**src/rtl/imem_loader_pkg.sv**
```systemverilog
// imem_loader_pkg
// Shared types and constants for the boot-time instruction memory loader.
//   state_t        : loader FSM states
//   BYTE_W         : width of one stream byte
//   bytes_per_word : number of stream bytes packed into one memory word
package imem_loader_pkg;

  localparam int BYTE_W = 8;

  typedef enum logic [2:0] {
    S_IDLE,
    S_LOAD,
    S_CHECK,
    S_DONE,
    S_ERR
  } state_t;

  function automatic int bytes_per_word(input int width);
    return width / BYTE_W;
  endfunction

endpackage

```
**src/rtl/byte_packer.sv**
```systemverilog
// byte_packer
// Collects stream bytes little-endian into a Width-bit word and emits a
// one-cycle registered pulse with the completed word.
// Ports:
//   i_clk, i_rst_n   : clock, asynchronous active-low reset
//   i_clear          : restart packing at lane 0 (new image)
//   i_push, i_byte   : byte accepted this cycle and its value
//   o_lane_last      : the next pushed byte completes a word
//   o_word_valid     : pulse in the cycle after a word completes
//   o_word           : completed word, valid with o_word_valid
module byte_packer
  import imem_loader_pkg::*;
#(
  parameter int Width = 32
) (
  input  logic             i_clk,
  input  logic             i_rst_n,
  input  logic             i_clear,
  input  logic             i_push,
  input  logic [7:0]       i_byte,
  output logic             o_lane_last,
  output logic             o_word_valid,
  output logic [Width-1:0] o_word
);

  localparam int BPW   = bytes_per_word(Width);
  localparam int LaneW = (BPW > 1) ? $clog2(BPW) : 1;
  localparam logic [LaneW-1:0] LaneLast = LaneW'(BPW - 1);
  localparam logic [LaneW-1:0] LaneOne  = LaneW'(1);

  logic [LaneW-1:0] r_lane;
  logic [Width-1:0] r_shift;
  logic [Width-1:0] w_next;
  logic             r_word_valid;
  logic [Width-1:0] r_word;

  // Insert the incoming byte into its lane; the finished word is taken from
  // this so the last byte does not need an extra cycle.
  always_comb begin
    w_next = r_shift;
    for (int k = 0; k < BPW; k++) begin
      if (r_lane == LaneW'(k)) w_next[k*BYTE_W +: BYTE_W] = i_byte;
    end
  end

  assign o_lane_last  = (r_lane == LaneLast);
  assign o_word_valid = r_word_valid;
  assign o_word       = r_word;

  always_ff @(posedge i_clk or negedge i_rst_n) begin
    if (!i_rst_n) begin
      r_lane       <= '0;
      r_shift      <= '0;
      r_word_valid <= 1'b0;
      r_word       <= '0;
    end else begin
      r_word_valid <= 1'b0;
      if (i_clear) begin
        r_lane <= '0;
      end else if (i_push) begin
        r_shift <= w_next;
        if (o_lane_last) begin
          r_lane       <= '0;
          r_word_valid <= 1'b1;
          r_word       <= w_next;
        end else begin
          r_lane <= r_lane + LaneOne;
        end
      end
    end
  end

endmodule

```
**src/rtl/imem_loader.sv**
```systemverilog
// imem_loader
// Boot-time instruction memory writer. Accepts a byte stream over
// valid/ready, packs it little-endian into Width-bit words and writes them
// to consecutive instruction memory addresses from 0, holding the core
// until the image is complete.
// Ports:
//   i_clk, i_rst_n        : clock, asynchronous active-low reset
//   i_start, i_word_count : begin a load of i_word_count words
//   i_in_data/valid, o_in_ready : byte stream handshake
//   o_imem_we/waddr/wdata : instruction memory write port
//   o_core_hold           : forces the PC enable low while high
//   o_done, o_error       : image loaded / load rejected
// Configuration macro: IMEM_LOADER_CHECKSUM_EN -- when defined, one extra
// byte holding the mod-256 sum of the data bytes is read and verified.
module imem_loader
  import imem_loader_pkg::*;
#(
  parameter int Width = 32,
  parameter int Depth = 256,
  parameter int AddrW = 8
) (
  input  logic             i_clk,
  input  logic             i_rst_n,
  input  logic             i_start,
  input  logic [AddrW:0]   i_word_count,
  input  logic [7:0]       i_in_data,
  input  logic             i_in_valid,
  output logic             o_in_ready,
  output logic             o_imem_we,
  output logic [AddrW-1:0] o_imem_waddr,
  output logic [Width-1:0] o_imem_wdata,
  output logic             o_core_hold,
  output logic             o_done,
  output logic             o_error
);

  localparam logic [AddrW:0] DepthLim = (AddrW + 1)'(Depth);
  localparam logic [AddrW:0] IdxOne   = (AddrW + 1)'(1);

  state_t           r_state;
  logic             r_in_ready;
  logic             r_core_hold;
  logic             r_done;
  logic             r_error;
  logic [AddrW:0]   r_count;
  logic [AddrW:0]   r_widx;
  logic [AddrW-1:0] r_waddr;
  logic             r_drain;
`ifdef IMEM_LOADER_CHECKSUM_EN
  logic [7:0]       r_sum;
`endif

  logic             w_accept;
  logic             w_push;
  logic             w_begin;
  logic             w_lane_last;
  logic             w_last_word;
  logic             w_word_valid;
  logic [Width-1:0] w_word;

  assign w_accept    = i_in_valid && r_in_ready;
  assign w_push      = w_accept && (r_state == S_LOAD);
  assign w_begin     = i_start && ((r_state == S_IDLE) || (r_state == S_DONE) ||
                                   (r_state == S_ERR));
  assign w_last_word = ((r_widx + IdxOne) == r_count);

  byte_packer #(
    .Width(Width)
  ) u_packer (
    .i_clk       (i_clk),
    .i_rst_n     (i_rst_n),
    .i_clear     (w_begin),
    .i_push      (w_push),
    .i_byte      (i_in_data),
    .o_lane_last (w_lane_last),
    .o_word_valid(w_word_valid),
    .o_word      (w_word)
  );

  // The memory strobe and data come straight from the packer's registers;
  // the address is registered here at the same edge the word completes.
  assign o_imem_we    = w_word_valid;
  assign o_imem_wdata = w_word;
  assign o_imem_waddr = r_waddr;
  assign o_in_ready   = r_in_ready;
  assign o_core_hold  = r_core_hold;
  assign o_done       = r_done;
  assign o_error      = r_error;

  always_ff @(posedge i_clk or negedge i_rst_n) begin
    if (!i_rst_n) begin
      r_state     <= S_IDLE;
      r_in_ready  <= 1'b0;
      r_core_hold <= 1'b1;
      r_done      <= 1'b0;
      r_error     <= 1'b0;
      r_count     <= '0;
      r_widx      <= '0;
      r_waddr     <= '0;
      r_drain     <= 1'b0;
`ifdef IMEM_LOADER_CHECKSUM_EN
      r_sum       <= '0;
`endif
    end else begin
      case (r_state)
        S_IDLE, S_DONE, S_ERR: begin
          if (i_start) begin
            r_done      <= 1'b0;
            r_error     <= 1'b0;
            r_core_hold <= 1'b1;
            r_widx      <= '0;
            r_drain     <= 1'b0;
`ifdef IMEM_LOADER_CHECKSUM_EN
            r_sum       <= '0;
`endif
            if (i_word_count == '0) begin
              r_state     <= S_DONE;
              r_done      <= 1'b1;
              r_core_hold <= 1'b0;
            end else if (i_word_count > DepthLim) begin
              r_state <= S_ERR;
              r_error <= 1'b1;
            end else begin
              r_count    <= i_word_count;
              r_state    <= S_LOAD;
              r_in_ready <= 1'b1;
            end
          end
        end

        S_LOAD: begin
          // r_drain waits out the final write cycle so done follows it.
          if (r_drain) begin
            r_drain     <= 1'b0;
            r_state     <= S_DONE;
            r_done      <= 1'b1;
            r_core_hold <= 1'b0;
          end else if (w_accept) begin
`ifdef IMEM_LOADER_CHECKSUM_EN
            r_sum <= r_sum + i_in_data;
`endif
            if (w_lane_last) begin
              r_waddr <= r_widx[AddrW-1:0];
              r_widx  <= r_widx + IdxOne;
              if (w_last_word) begin
`ifdef IMEM_LOADER_CHECKSUM_EN
                r_state <= S_CHECK;
`else
                r_in_ready <= 1'b0;
                r_drain    <= 1'b1;
`endif
              end
            end
          end
        end

        S_CHECK: begin
`ifdef IMEM_LOADER_CHECKSUM_EN
          if (w_accept) begin
            r_in_ready <= 1'b0;
            if (i_in_data == r_sum) begin
              r_state     <= S_DONE;
              r_done      <= 1'b1;
              r_core_hold <= 1'b0;
            end else begin
              r_state <= S_ERR;
              r_error <= 1'b1;
            end
          end
`else
          r_state    <= S_IDLE;
          r_in_ready <= 1'b0;
`endif
        end

        default: r_state <= S_IDLE;
      endcase
    end
  end

endmodule
```
**config.mk**
```make
export PLATFORM = sky130hd
export DESIGN_NAME = imem_loader
export DESIGN_NICKNAME = d
export VERILOG_FILES = /design/src/rtl/imem_loader_pkg.sv /design/src/rtl/byte_packer.sv /design/src/rtl/imem_loader.sv
export SDC_FILE = /design/constraint.sdc
export NUM_CORES = 1
export LEC_CHECK = 0
export CAP_MARGIN = 40
export CORE_ASPECT_RATIO = 2
export CORE_MARGIN = 5
export CORE_UTILIZATION = 45
export CTS_CLUSTER_SIZE = 24
export DETAILED_ROUTE_END_ITERATION = 10
export PLACE_DENSITY = 0.68
export SLEW_MARGIN = 20
export SYNTH_ARGS = -nofsm -noshare
export SYNTH_HDL_FRONTEND = slang
export SYNTH_SLANG_ARGS = --single-unit
```
**constraint.sdc**
```tcl
create_clock -name i_clk -period 4.4 [get_ports i_clk]
set_input_delay 0.66 -clock i_clk [delete_from_list [all_inputs] [get_ports i_clk]]
set_output_delay 0.66 -clock i_clk [all_outputs]
set_load 0.005 [all_outputs]
```
==> qor.txt <==
share of cells above drive strength 1: 13.8%
wire length on met3: 393 um
Tightest Hold Check Type: in -> async
Longest Clk Path Bufs: 2
worst vdd ir: 0.000286 V
CTS tree: done
Clock Latency Late Sink: 0.34 ns
clock-pin transition on the worst setup and hold timing paths: 0.07 ns
DIE WIDTH: 79.4 um
area of the multi-input gates: 1850 um2
Pre-antenna DRT Iters: 5
post-CTS setup buffers: 0
max-cap viol count: 0
Global Route Usage Sum: 16.1%
Die Y: 149 um
most common cell in the netlist: dfrtp_1
Vias: 3103
relative slew slack: 49.5%
ys flop type: dfrtp_1
synth warn: 0
Crit. End Element: register
Yosys top cell area share: 53.2%
Iteration-0 DRC Markers: 128
vias in the first global route: 3132
fin area: 5330 um2
Leak: 0.00238 uW
DRC: 0
Seq cells post-synth: 93
Num CTS Buffers: 9
CP Max Fanout: 10
routability cong.: 0.811
Netlist Area Pre-Place: 4330 um2
total power: 3150 uW
ys async rst share: 100%
crit path DAT: 2.49 ns
Avg Vias per Cell: 5.40
Mapped Cells: 407
fin crit period: 2.26 ns
critical path's largest stage delay: 0.42 ns
final setup fails: 0
CP cell instances: clkdlybuf4s50_1 > nor4_1 > nand2_1 > inv_1 > ha_1 > o211ai_2 > mux2_2
Fill cells: 816
worst slew pin tran: 0.758 ns
Max Fclk: 442 MHz
IO Port Bufs: 65
Area Growth Syn to Fin: 23.0%
syn_nets: 436
dpl cell area: 5010 um2
Cell Rows: 50
Tcrit/Tclk final: 51.4%
final setup skew: 0.00957 ns
syn avg cell area: 10.6 um2
top post-synthesis cells by area: dfrtp_1 (53%), mux2_2 (9.1%), nand2_1 (7.9%)
Top Layer Used: met4
H-tree Lvls: 3
WL/cell: 15.4 um
Crit-path slowest cell: clkdlybuf4s50_1
largest net degree at the start of global routing: 64
Layout Nets: 495
core area: 9380 um2
clock sinks: 93
antenna viol nets, final: 0
post-DP HPWL: 6.61 mm
initial antenna violation count: 0
Overflow after GRT: 0
leading area contributor after synthesis: dfrtp_1
EDFF count, synth: 0
outcome: finished clean
Final Hold Fails: 0
met2 wire length: 4.84 mm
Cell Pwr Density: 591 nW/um2
Starting Density: 46.1%
final core utilization: 56.7%
Seq/Total Area, Yosys: 53.8%
Setup TNS: 0 ns
register area: 2330 um2
Hold-fix buffers, CTS: 0
Crit Path Class: in -> reg
Die ar.: 11800 um2
CP Buf/Inv Count: 2
final slew viol count: 0
drt total wl: 8.84 mm
n_diodes: 0
Critical Path RT: 4.63 ns
WL met1: 3.44 mm
Resize count post-CTS: 0
Synth cell types: 51
CP delay by family, top: buffers and inverters
unrepaired setup endpoints after global routing: false
top post-synthesis cells by count: dfrtp_1 (92), nand2_1 (91), o21ai_0 (45)
IO Count: 66
CTS root buf: clkbuf_16
first-pass GRT wire length: 14.9 mm
Hold WS: 0.111 ns
critical path launch point type: input pin
-- placed cells by master (no fill, tap or decap), drive strengths merged, types with 2 or more instances in the layout --
cell type / synthesis / layout
inv: 8 / 14
mux2: 35 / 35
dfrtp: 92 / 92
nand3: 4 / 4
nor4: 3 / 3
xnor2: 7 / 7
nand2: 94 / 94
clkdlybuf4s50: 0 / 64
nand2b: 3 / 3
a31oi: 5 / 5
xor2: 3 / 3
buf: 9 / 4
and2: 2 / 2
a31o: 2 / 2
clkbuf: 11 / 9
mux2i: 24 / 24
ha: 8 / 8
nor2: 15 / 15
nor3: 3 / 3
nor2b: 2 / 2
or3: 4 / 4
a22o: 2 / 2
clkinv: 1 / 2
o21ai: 45 / 45
a21oi: 7 / 7
-- registers in the layout, indices dropped and copies added, names as in the netlist --
name,count
u_packer.o_word,32
u_packer.r_shift,24
r_count,9
r_widx,9
o_imem_waddr,8
r_state,3
u_packer.r_lane,2
o_core_hold,1
o_done,1
o_error,1
o_in_ready,1
r_drain,1
u_packer.o_word_valid,1
-- per-layer routing --
layer,up-vias,track usage (%)
met2,80,29.9
met4,0,7.57
met5,-,0
met1,1488,17.3
li1,1520,-
met3,15,2.66
-- layout make-up --
cell class              instances  area share (%)
flip-flops and latches         93            43.7
clock inverters                 7            1.17
well taps                     104            2.44
inverters                       9           0.634
multi-input cells             285            34.8
repair buffers                 68            13.0
clock buffers                   9            4.23
-- power by group --
group	internal [uW]	switching [uW]
Combinational	611	437
Clock	398	353
Sequential	1160	188
-- through the flow --
| stage | cells | worst slack (ns) |
|---|---|---|
| final | 575 | 2.14 |
| after global routing | 575 | 1.99 |
| after CTS | 574 | 2.09 |
| after detailed placement | 558 | 1.73 |
| after global placement | 558 | 1.77 |
| after floorplan | 407 | 2.43 |
-- cell families after synthesis --
logic type / synth area share [%]
flops: 53.8
fa+ha+maj: 2.31
mux: 14.6
simple gates: 13.9
compound gates: 9.94
buf+inv: 3.41
xor+xnor: 2.02
-- worst paths after layout --
check | start | to | slack, ns | cells past startpoint
min | i_rst_n | u_packer.o_word[21] | 0.11 | 1
min in group i_clk | u_packer.o_word[30] | u_packer.o_word[30] | 0.47 | 2
max | i_word_count[1] | r_count[0] | 2.14 | 7
min reg2reg | u_packer.o_word[30] | u_packer.o_word[30] | 0.47 | 2
max in group asynchronous | i_rst_n | r_count[1] | 3.36 | 3
max reg2reg | r_widx[0] | o_in_ready | 2.21 | 6
No activity file was read; power rests on OpenSTA's default activity.
